### src/rtl/clock_pkg.sv
// Shared definitions for the clock's set/adjust path.
//   BTN_PRESSED / BTN_RELEASED : logic levels of the active-low push-buttons
//   DEF_*                      : default debounce and auto-repeat timing, in clk cycles
//   cnt_width()                : bits needed to hold a counter value 0..max_val
//   press_edge / release_edge  : classify a stable-level transition (current vs next)
package clock_pkg;

  localparam logic BTN_PRESSED  = 1'b0;
  localparam logic BTN_RELEASED = 1'b1;

  localparam int DEF_DB_CYCLES     = 4;
  localparam int DEF_REPEAT_DELAY  = 32;
  localparam int DEF_REPEAT_PERIOD = 8;

  function automatic int cnt_width(input int max_val);
    return (max_val < 1) ? 1 : $clog2(max_val + 1);
  endfunction

  function automatic logic press_edge(input logic cur_n, input logic nxt_n);
    return (cur_n == BTN_RELEASED) && (nxt_n == BTN_PRESSED);
  endfunction

  function automatic logic release_edge(input logic cur_n, input logic nxt_n);
    return (cur_n == BTN_PRESSED) && (nxt_n == BTN_RELEASED);
  endfunction

endpackage

### src/rtl/debounce_channel.sv
// One push-button channel: 2-FF synchroniser followed by a debouncer.
// A level change is accepted once the synchronised value has differed from the
// stable level for DB_CYCLES consecutive cycles.
//   clk          in   system clock
//   rst_n        in   async active-low reset (channel comes up released)
//   raw_n        in   raw button, asynchronous, 0 = pressed
//   stable_n     out  debounced level (registered)
//   stable_nxt_n out  level stable_n takes on the next edge; a function of
//                     registers only, so press/release events can be acted on
//                     in the very edge that accepts them
module debounce_channel
  import clock_pkg::*;
#(
  parameter int DB_CYCLES = DEF_DB_CYCLES
) (
  input  logic clk,
  input  logic rst_n,
  input  logic raw_n,
  output logic stable_n,
  output logic stable_nxt_n
);

  localparam int CW = cnt_width(DB_CYCLES - 1);
  localparam logic [CW-1:0] CNT_LAST = CW'(DB_CYCLES - 1);

  logic          meta_n;
  logic          sync_n;
  logic [CW-1:0] cnt;
  logic          accept;

  assign accept       = (sync_n != stable_n) && (cnt == CNT_LAST);
  assign stable_nxt_n = accept ? sync_n : stable_n;

  always_ff @(posedge clk or negedge rst_n) begin
    if (!rst_n) begin
      meta_n   <= BTN_RELEASED;
      sync_n   <= BTN_RELEASED;
      stable_n <= BTN_RELEASED;
      cnt      <= '0;
    end else begin
      meta_n <= raw_n;
      sync_n <= meta_n;
      if (sync_n == stable_n) begin
        cnt <= '0;
      end else if (accept) begin
        stable_n <= sync_n;
        cnt      <= '0;
      end else begin
        cnt <= cnt + CW'(1);
      end
    end
  end

endmodule

### src/rtl/button_conditioner.sv
// Conditions the three raw SET/UP/DOWN buttons for second_control.
//   clk         in   system clock
//   rst_n       in   async active-low reset
//   btn_set_n   in   raw SET button, 0 = pressed
//   btn_up_n    in   raw UP button, 0 = pressed
//   btn_down_n  in   raw DOWN button, 0 = pressed
//   set_ena     out  adjust mode, toggled by each SET press
//   up          out  active-low 1-cycle increment pulse with auto-repeat
//   down        out  active-low 1-cycle decrement pulse with auto-repeat
// UP/DOWN only act while set_ena is high and exactly one of them is held.
// A channel starts running on the edge it becomes the sole held button through
// its own press (or the other button's release); a button already held when
// set_ena rises therefore stays silent until pressed again.
module button_conditioner
  import clock_pkg::*;
#(
  parameter int DB_CYCLES     = DEF_DB_CYCLES,
  parameter int REPEAT_DELAY  = DEF_REPEAT_DELAY,
  parameter int REPEAT_PERIOD = DEF_REPEAT_PERIOD
) (
  input  logic clk,
  input  logic rst_n,
  input  logic btn_set_n,
  input  logic btn_up_n,
  input  logic btn_down_n,
  output logic set_ena,
  output logic up,
  output logic down
);

  localparam int HW = cnt_width(REPEAT_DELAY - 1);
  localparam logic [HW-1:0] HOLD_LAST   = HW'(REPEAT_DELAY - 1);
  // After a repeat pulse, restart this far below HOLD_LAST so the next pulse
  // lands REPEAT_PERIOD cycles later; the counter never exceeds HOLD_LAST.
  localparam logic [HW-1:0] HOLD_RELOAD = HW'(REPEAT_DELAY - REPEAT_PERIOD);

  logic set_cur_n, set_nxt_n;
  logic up_cur_n,  up_nxt_n;
  logic dn_cur_n,  dn_nxt_n;

  debounce_channel #(.DB_CYCLES(DB_CYCLES)) u_db_set (
    .clk(clk), .rst_n(rst_n), .raw_n(btn_set_n),
    .stable_n(set_cur_n), .stable_nxt_n(set_nxt_n)
  );

  debounce_channel #(.DB_CYCLES(DB_CYCLES)) u_db_up (
    .clk(clk), .rst_n(rst_n), .raw_n(btn_up_n),
    .stable_n(up_cur_n), .stable_nxt_n(up_nxt_n)
  );

  debounce_channel #(.DB_CYCLES(DB_CYCLES)) u_db_dn (
    .clk(clk), .rst_n(rst_n), .raw_n(btn_down_n),
    .stable_n(dn_cur_n), .stable_nxt_n(dn_nxt_n)
  );

  logic          set_press;
  logic          up_solo, dn_solo;
  logic          up_trig, dn_trig;
  logic          up_cont, dn_cont;
  logic          up_fire, dn_fire;
  logic          up_run,  dn_run;
  logic [HW-1:0] up_hold, dn_hold;
  logic [HW-1:0] up_hold_nxt, dn_hold_nxt;

  assign set_press = press_edge(set_cur_n, set_nxt_n);

  // Decisions use the post-edge stable levels so a release suppresses the
  // pulse on its own edge, and both-held blocks both channels at once.
  assign up_solo = (up_nxt_n == BTN_PRESSED) && (dn_nxt_n == BTN_RELEASED);
  assign dn_solo = (dn_nxt_n == BTN_PRESSED) && (up_nxt_n == BTN_RELEASED);

  assign up_trig = set_ena && up_solo &&
                   (press_edge(up_cur_n, up_nxt_n) ||
                    (release_edge(dn_cur_n, dn_nxt_n) && up_cur_n == BTN_PRESSED));
  assign dn_trig = set_ena && dn_solo &&
                   (press_edge(dn_cur_n, dn_nxt_n) ||
                    (release_edge(up_cur_n, up_nxt_n) && dn_cur_n == BTN_PRESSED));

  assign up_cont = set_ena && up_run && up_solo;
  assign dn_cont = set_ena && dn_run && dn_solo;

  assign up_fire = up_trig || (up_cont && up_hold == HOLD_LAST);
  assign dn_fire = dn_trig || (dn_cont && dn_hold == HOLD_LAST);

  always_comb begin
    up_hold_nxt = '0;
    if (!up_trig && up_cont) begin
      up_hold_nxt = (up_hold == HOLD_LAST) ? HOLD_RELOAD : up_hold + HW'(1);
    end
  end

  always_comb begin
    dn_hold_nxt = '0;
    if (!dn_trig && dn_cont) begin
      dn_hold_nxt = (dn_hold == HOLD_LAST) ? HOLD_RELOAD : dn_hold + HW'(1);
    end
  end

  always_ff @(posedge clk or negedge rst_n) begin
    if (!rst_n) begin
      set_ena <= 1'b0;
      up      <= 1'b1;
      down    <= 1'b1;
      up_run  <= 1'b0;
      dn_run  <= 1'b0;
      up_hold <= '0;
      dn_hold <= '0;
    end else begin
      set_ena <= set_ena ^ set_press;
      up      <= ~up_fire;
      down    <= ~dn_fire;
      up_run  <= up_trig | up_cont;
      dn_run  <= dn_trig | dn_cont;
      up_hold <= up_hold_nxt;
      dn_hold <= dn_hold_nxt;
    end
  end

endmodule

### config.mk
export PLATFORM = sky130hd
export DESIGN_NAME = button_conditioner
export DESIGN_NICKNAME = d
export VERILOG_FILES = /design/src/rtl/clock_pkg.sv /design/src/rtl/debounce_channel.sv /design/src/rtl/button_conditioner.sv
export SDC_FILE = /design/constraint.sdc
export NUM_CORES = 1
export LEC_CHECK = 0
export BUFFER_PORTS_ARGS = -buffer_cell sky130_fd_sc_hd__buf_2
export CORE_MARGIN = 5
export CORE_UTILIZATION = 61
export CTS_BUF_LIST = sky130_fd_sc_hd__clkbuf_8
export CTS_CLUSTER_DIAMETER = 120
export CTS_CLUSTER_SIZE = 16
export DETAILED_ROUTE_END_ITERATION = 6
export PLACE_DENSITY = 0.9
export SLEW_MARGIN = 20
export SYNTH_ARGS = -nofsm -noshare
export SYNTH_HDL_FRONTEND = slang
export SYNTH_SLANG_ARGS = --single-unit
### constraint.sdc
create_clock -name clk -period 2.7 [get_ports clk]
set_clock_uncertainty 0.2 [all_clocks]
set_input_delay 0.27 -clock clk [delete_from_list [all_inputs] [get_ports clk]]
set_output_delay 0.27 -clock clk [all_outputs]
set_load 0.01 [all_outputs]
==> results of run 1 <==
-- synth_stat cells, types with 2 or more instances --
library cell	n
dfrtp_1	19
dfstp_2	11
nor3_1	8
ha_1	5
nand2_1	5
xnor2_1	5
and3_1	4
inv_1	4
nor2_1	4
nor2b_1	4
a21oi_1	2
a22oi_1	2
a31oi_1	2
and4_1	2
nor4_1	2
nor4_4	2
-- sequential cells by signal, indices dropped and copies added (netlist names), 2 cells and up --
signal	flops
dn_hold	5
u_db_up.cnt	2
u_db_set.cnt	2
u_db_dn.cnt	2
up_hold	5
-- final cells by class --
class / count / area, sq um / area share [%]
Clock buffer: 5 / 68.82 / 4.795
Clock inverter: 3 / 11.26 / 0.7847
Inverter: 4 / 15.01 / 1.046
Multi-Input combinational cell: 61 / 466.7 / 32.52
Sequential cell: 30 / 764.5 / 53.27
Tap cell: 27 / 33.78 / 2.354
Timing Repair Buffer: 11 / 75.07 / 5.231
-- worst min path at each step --
stage	endpoint	slack [ns]	cells past startpoint
2_1_floorplan	dn_hold[0]	-0.23	0
3_3_place_gp	dn_hold[3]	0.12	1
3_5_place_dp	dn_hold[3]	0.12	1
4_1_cts	u_db_set.sync_n	0.16	0
5_1_grt	u_db_set.sync_n	0.16	0
6_report	u_db_set.sync_n	0.16	0
-- kinds of logic (layout without fill, tap and decap cells) --
family	after synthesis	in the layout	share of synthesized area, %
adders and majority gates	5	5	4.975
DFF	30	30	60.80
muxes	3	3	2.885
xor gates and xnor gates	6	6	4.179
and+or+nand+nor	37	37	19.10
AOI/OAI and AO/OA	10	10	5.970
buffers and inverters	5	23	2.089
-- per-stage QoR --
stage / hold WS (ns) / utilization [%]
2_1_floorplan: -0.2256 / -
3_3_place_gp: 0.1173 / 67.03
3_5_place_dp: 0.1235 / 67.03
4_1_cts: 0.1587 / 73.15
5_1_grt: 0.1611 / 73.15
6_report: 0.1557 / 73.15
-- where the power goes --
part           switching [mW]  leakage, nW  internal, mW
Sequential             0.0511        0.373         0.544
Clock                   0.147       0.0519         0.171
Combinational           0.118        0.204         0.106
Total                   0.316        0.629         0.820
-- routing by layer --
metal | track usage [%] | up-vias | part of all wire, %
met3 | 3.497 | 9 | 4.1
li1 | - | 376 | -
met1 | 18.24 | 376 | 43
met2 | 21.96 | 14 | 49
met5 | 0 | - | 0
met4 | 10.42 | 0 | 3.4
-- what timing repair did --
action | CTS | global route
hold buffers | 4 | 0
gates resized for setup | 0 | 0
endpoints found under the hold margin | 22 | 0
==> reports/qor.csv, run 1 <==
metric,value,unit
clk_path_buf_depth,2,
cts_root_buf,clkbuf_8,
mostFrequentLayoutCell,dfrtp_1,
area_growth,14.13,%
timing.rr.end,dn_hold[3],
finalCritPeriodShare,77.01,%
dp_cells,129,
synth_fp_nets,106,
status,"finished, final reports clean",
slew_headroom,58.52,%
grt_pass1_vias,766,
io_buffer_count,7,
min_from,u_db_set.meta_n,
hold_violations,0,
synth_seq_cells,30,
r2r_slack,0.62,ns
synth_edf_count,0,
dp_hpwl,1314,um
critPathTopFamily,simple AND/OR/NAND/NOR gates,
final.setup.tns,0,ns
nets,123,
power,1.136,mW
drt-initial-drc-count,20,
drv_slew,0,
antenna_cells,0,
cts_htree_levels,2,
worstRegToRegCells,4,
syn-cell-area,0.001257,sq mm
ant_nets,0,
cp-startpoint,u_db_dn.cnt[0],
endpoint,dn_hold[3],
clkTransAtPathRegs,0.06,ns
cts_tree,yes,
max_stage_delay,0.52,ns
vias,775,
critPathCaptureType,flip-flop,
instances_no_fill,141,
globalRoute.totalOverflow,0,
numCtsBuffers,5,
start_util,64.09,%
setup_viol_count_final,0,
synth_top_cell_by_area,dfrtp_1,
syn_inst,96,
path_depth,4,
wire_per_inst,13.13,um
worstHoldPathType,reg -> reg,
cp_max_fo,7,
fp.dieH,55.40,um
ys.flop_type,dfrtp_1,
core,0.001962,sq mm
pin_count,8,
drive_above_1_share,26.32,%
cpMaxStageDelayCell,or3b_1,
drc,0,
cts.sinks,30,
synthTopCellsByArea,"dfrtp_1 (38%), dfstp_2 (23%), ha_1 (5.0%)",
cts_setup_buffers,0,
cp_cell_sequence,"ha_1, mux2_4, or3b_1, nor4_4",
grt_use_total,14.58,%
p_leak,0.6289,nW
row_count,16,
fill_cells,139,
ys_warn_count,0,
worstPathRequired,2.69,ns
syn_area_per_cell,13.10,sq um
gp_congestion,0.7019,
final_area,0.001435,sq mm
pre_cts_ws,0.6253,ns
synth_top_area_share,37.81,%
power.density,791.8,mW/mm^2
cp.arrival,2.07,ns
fmax,0.4809,GHz
path_buf_inv,0,
worst_slack,0.6207,ns
criticalPathCategory,reg -> reg,
antenna_found_initial,0,
placedInstanceArea,0.001315,sq mm
die_area,0.003069,sq mm
yosysSeqAreaShare,60.80,%
ir_drop,0.5589,mV
max_slew.worst_pin.slew,0.6222,ns
wl,1851,um
timing.final.crit_period,2.079,ns
grt_max_degree,31,
async_flop_share,100.0,%
grt_pass1_wl,3456,um
drt_pass1_iterations,4,
timing.rr.start,u_db_dn.cnt[0],
ys_types,31,
via_per_inst,5.496,
dieWidth,55.40,um
drv_cap,0,
insertion_delay,0.28,ns
start_kind,flip-flop,
final_cell_mix,"dfrtp_1 (19), dfstp_2 (11), nor3_1 (8), inv_1 (7), buf_2 (7)",
rsz0062_at_grt,false,
No activity file was read; power rests on OpenSTA's default activity.
==> inputs of run 2 (changes only) <==
--- a/config.mk
+++ b/config.mk
@@ -7,12 +7,12 @@
 export LEC_CHECK = 0
 export BUFFER_PORTS_ARGS = -buffer_cell sky130_fd_sc_hd__buf_2
 export CORE_MARGIN = 5
-export CORE_UTILIZATION = 61
+export CORE_UTILIZATION = 55
 export CTS_BUF_LIST = sky130_fd_sc_hd__clkbuf_8
 export CTS_CLUSTER_DIAMETER = 120
 export CTS_CLUSTER_SIZE = 16
 export DETAILED_ROUTE_END_ITERATION = 6
-export PLACE_DENSITY = 0.9
+export PLACE_DENSITY = 0.86
 export SLEW_MARGIN = 20
 export SYNTH_ARGS = -nofsm -noshare
 export SYNTH_HDL_FRONTEND = slang
==> constraint.sdc (replaced) <==
create_clock -name clk -period 1.9 [get_ports clk]
set_clock_uncertainty 0.2 [all_clocks]
set_input_delay 0.19 -clock clk [delete_from_list [all_inputs] [get_ports clk]]
set_output_delay 0.19 -clock clk [all_outputs]
set_load 0.01 [all_outputs]
==> reports/qor.csv, run 2 (same netlist as run 1, synthesis figures left out) <==
metric,value,unit,change
start_kind,flip-flop,,
via_per_inst,5.425,,-1.3%
worst_slack,0.05106,ns,-0.5697 ns
drt-initial-drc-count,21,,+5.0%
globalRoute.totalOverflow,0,,unchanged
wl,2112,um,+14%
status,"finished, final reports clean",,
mostFrequentLayoutCell,dfrtp_1,,
start_util,57.40,%,-6.7 points
cts.sinks,30,,unchanged
row_count,17,,+1
antenna_cells,0,,unchanged
p_clk_share,34.3,%,+6.3 points
ant_nets,0,,unchanged
dp_cells,134,,+3.9%
cts_root_buf,clkbuf_8,,
max_stage_delay,0.46,ns,-0.06 ns
worstRegToRegCells,4,,unchanged
worstPathRequired,1.88,ns,-0.81 ns
insertion_delay,0.28,ns,about the same
timing.final.crit_period,1.849,ns,-0.2303 ns
grt_max_degree,31,,unchanged
numCtsBuffers,5,,unchanged
worstHoldPathType,reg -> reg,,
criticalPathCategory,reg -> reg,,
rsz0062_at_grt,true,,
power.density,1229,mW/mm^2,+55%
slew_headroom,58.21,%,-0.32 points
hold_violations,0,,unchanged
pre_cts_ws,-0.06731,ns,-0.6926 ns
ir_drop,0.9670,mV,+73%
drv_slew,0,,unchanged
final_cell_mix,"dfrtp_1 (19), dfstp_2 (11), buf_2 (7), nor3_1 (6), clkbuf_8 (6)",,
dieWidth,57.82,um,+4.4%
grt_pass1_vias,862,,+13%
cp_max_fo,5,,-2
nets,127,,+3.3%
max_slew.worst_pin.slew,0.6269,ns,+0.004733 ns
seq_power_share,45.2,%,-7.1 points
grtUsageMet1,17.54,%,-0.69 points
holdWs,0.1563,ns,+0.0006300 ns
clk_path_buf_depth,2,,unchanged
core,0.002191,sq mm,+12%
power,1.886,mW,+66%
hold_path_depth,0,,unchanged
cpMaxStageDelayCell,a221o_2,,
wire_per_inst,14.47,um,+10%
instances_no_fill,146,,+3.5%
finalCritPeriodShare,97.31,%,+20 points
drv_cap,0,,unchanged
die_area,0.003343,sq mm,+8.9%
comb_power_share,20.5,%,+0.8 points
vias,792,,+2.2%
finalCoreUtilization,70.07,%,-3.1 points
gp_congestion,0.7364,,+4.9%
critPathCaptureType,flip-flop,,
cts_htree_levels,2,,unchanged
drc,0,,unchanged
setup_viol_count_final,0,,unchanged
grt_use_met3,4.900,%,+1.4 points
r2r_slack,0.05,ns,-0.57 ns
grt_pass1_wl,3815,um,+10%
pin_count,8,,unchanged
busiest_layer,met2,,
antenna_found_initial,0,,unchanged
clkTransAtPathRegs,0.07,ns,about the same
dp_hpwl,1504,um,+14%
drt_pass1_iterations,4,,unchanged
cp_cell_sequence,"ha_1, and2_1, a221o_2, nor4_4",,
area_growth,22.09,%,
p_leak,0.6758,nW,+7.5%
drive_above_1_share,35.59,%,+9.3 points
power.switching,0.4968,mW,+57%
fmax,0.5409,GHz,+12%
p_int,1.389,mW,+69%
io_buffer_count,7,,unchanged
cp.arrival,1.83,ns,-0.24 ns
use_met2,25.48,%,+3.5 points
fp.dieH,57.82,um,+4.4%
reg_top3,"dn_hold: 5 flops, up_hold: 5 flops",,
cts_tree,yes,,
swShare,26.34,%,-1.5 points
grt_use_total,15.58,%,+1.0 points
[run 2: area by class of cell]
type | count | area (sq um)
flip-flops and latches | 30 | 764.5
fillers | 155 | 655.6
multi-input cells | 61 | 499.2
repair buffers | 15 | 105.1
clock buffers | 6 | 82.58
well taps | 28 | 35.03
clock inverters | 2 | 33.78
inverters | 4 | 15.01
[run 2: power groups by stage]
stage          clock [mW]  combinational (mW)  sequential [mW]
6_report            0.647               0.386            0.853
5_1_grt             0.697               0.442            0.871
4_1_cts             0.665               0.380            0.852
3_5_place_dp            0               0.362            0.863
3_3_place_gp            0               0.341            0.852
2_1_floorplan           0               0.250            0.845
[run 2: path summary, 6_finish.rpt]
check | start | end
worst max-delay path | u_db_up.cnt[0] | dn_hold[3]
worst min-delay path | u_db_up.meta_n | u_db_up.sync_n
worst max register to register | u_db_up.cnt[0] | dn_hold[3]
worst min register to register | u_db_up.meta_n | u_db_up.sync_n
max in group asynchronous | rst_n | u_db_dn.cnt[0]
min in group asynchronous | rst_n | up_hold[4]
[run 2: stage by stage]
step / TNS (ns) / instance area (sq um)
finish: 0 / 1535
global route: -0.05152 / 1535
CTS: 0 / 1508
detailed placement: -0.1970 / 1349
global placement: -0.02915 / 1349
floorplan: 0 / 1260
[run 2: per-layer routing]
metal / part of all wire [%] / vias up
met5: 0 / -
met2: 52 / 13
met1: 42 / 391
met4: 2.0 / 0
li1: - / 383
met3: 3.9 / 5
[run 2: critical path: cells and delay by family (launching register included)]
kind | cells | cell delay (ns)
flip-flops | 1 | 0.40
adder cells (fa/ha/maj) | 1 | 0.25
AND/OR/NAND/NOR | 2 | 0.45
AO/OA/AOI/OAI | 1 | 0.46
[run 2: repair_timing]
item                                    in CTS  in global routing
endpoints found under the setup margin       6                  9
pin swaps                                    0                  7
hold buffers                                 4                  0
gates resized for setup                      1                  5
hold endpoints to repair                    22                  0
buffers inserted                             0                  0
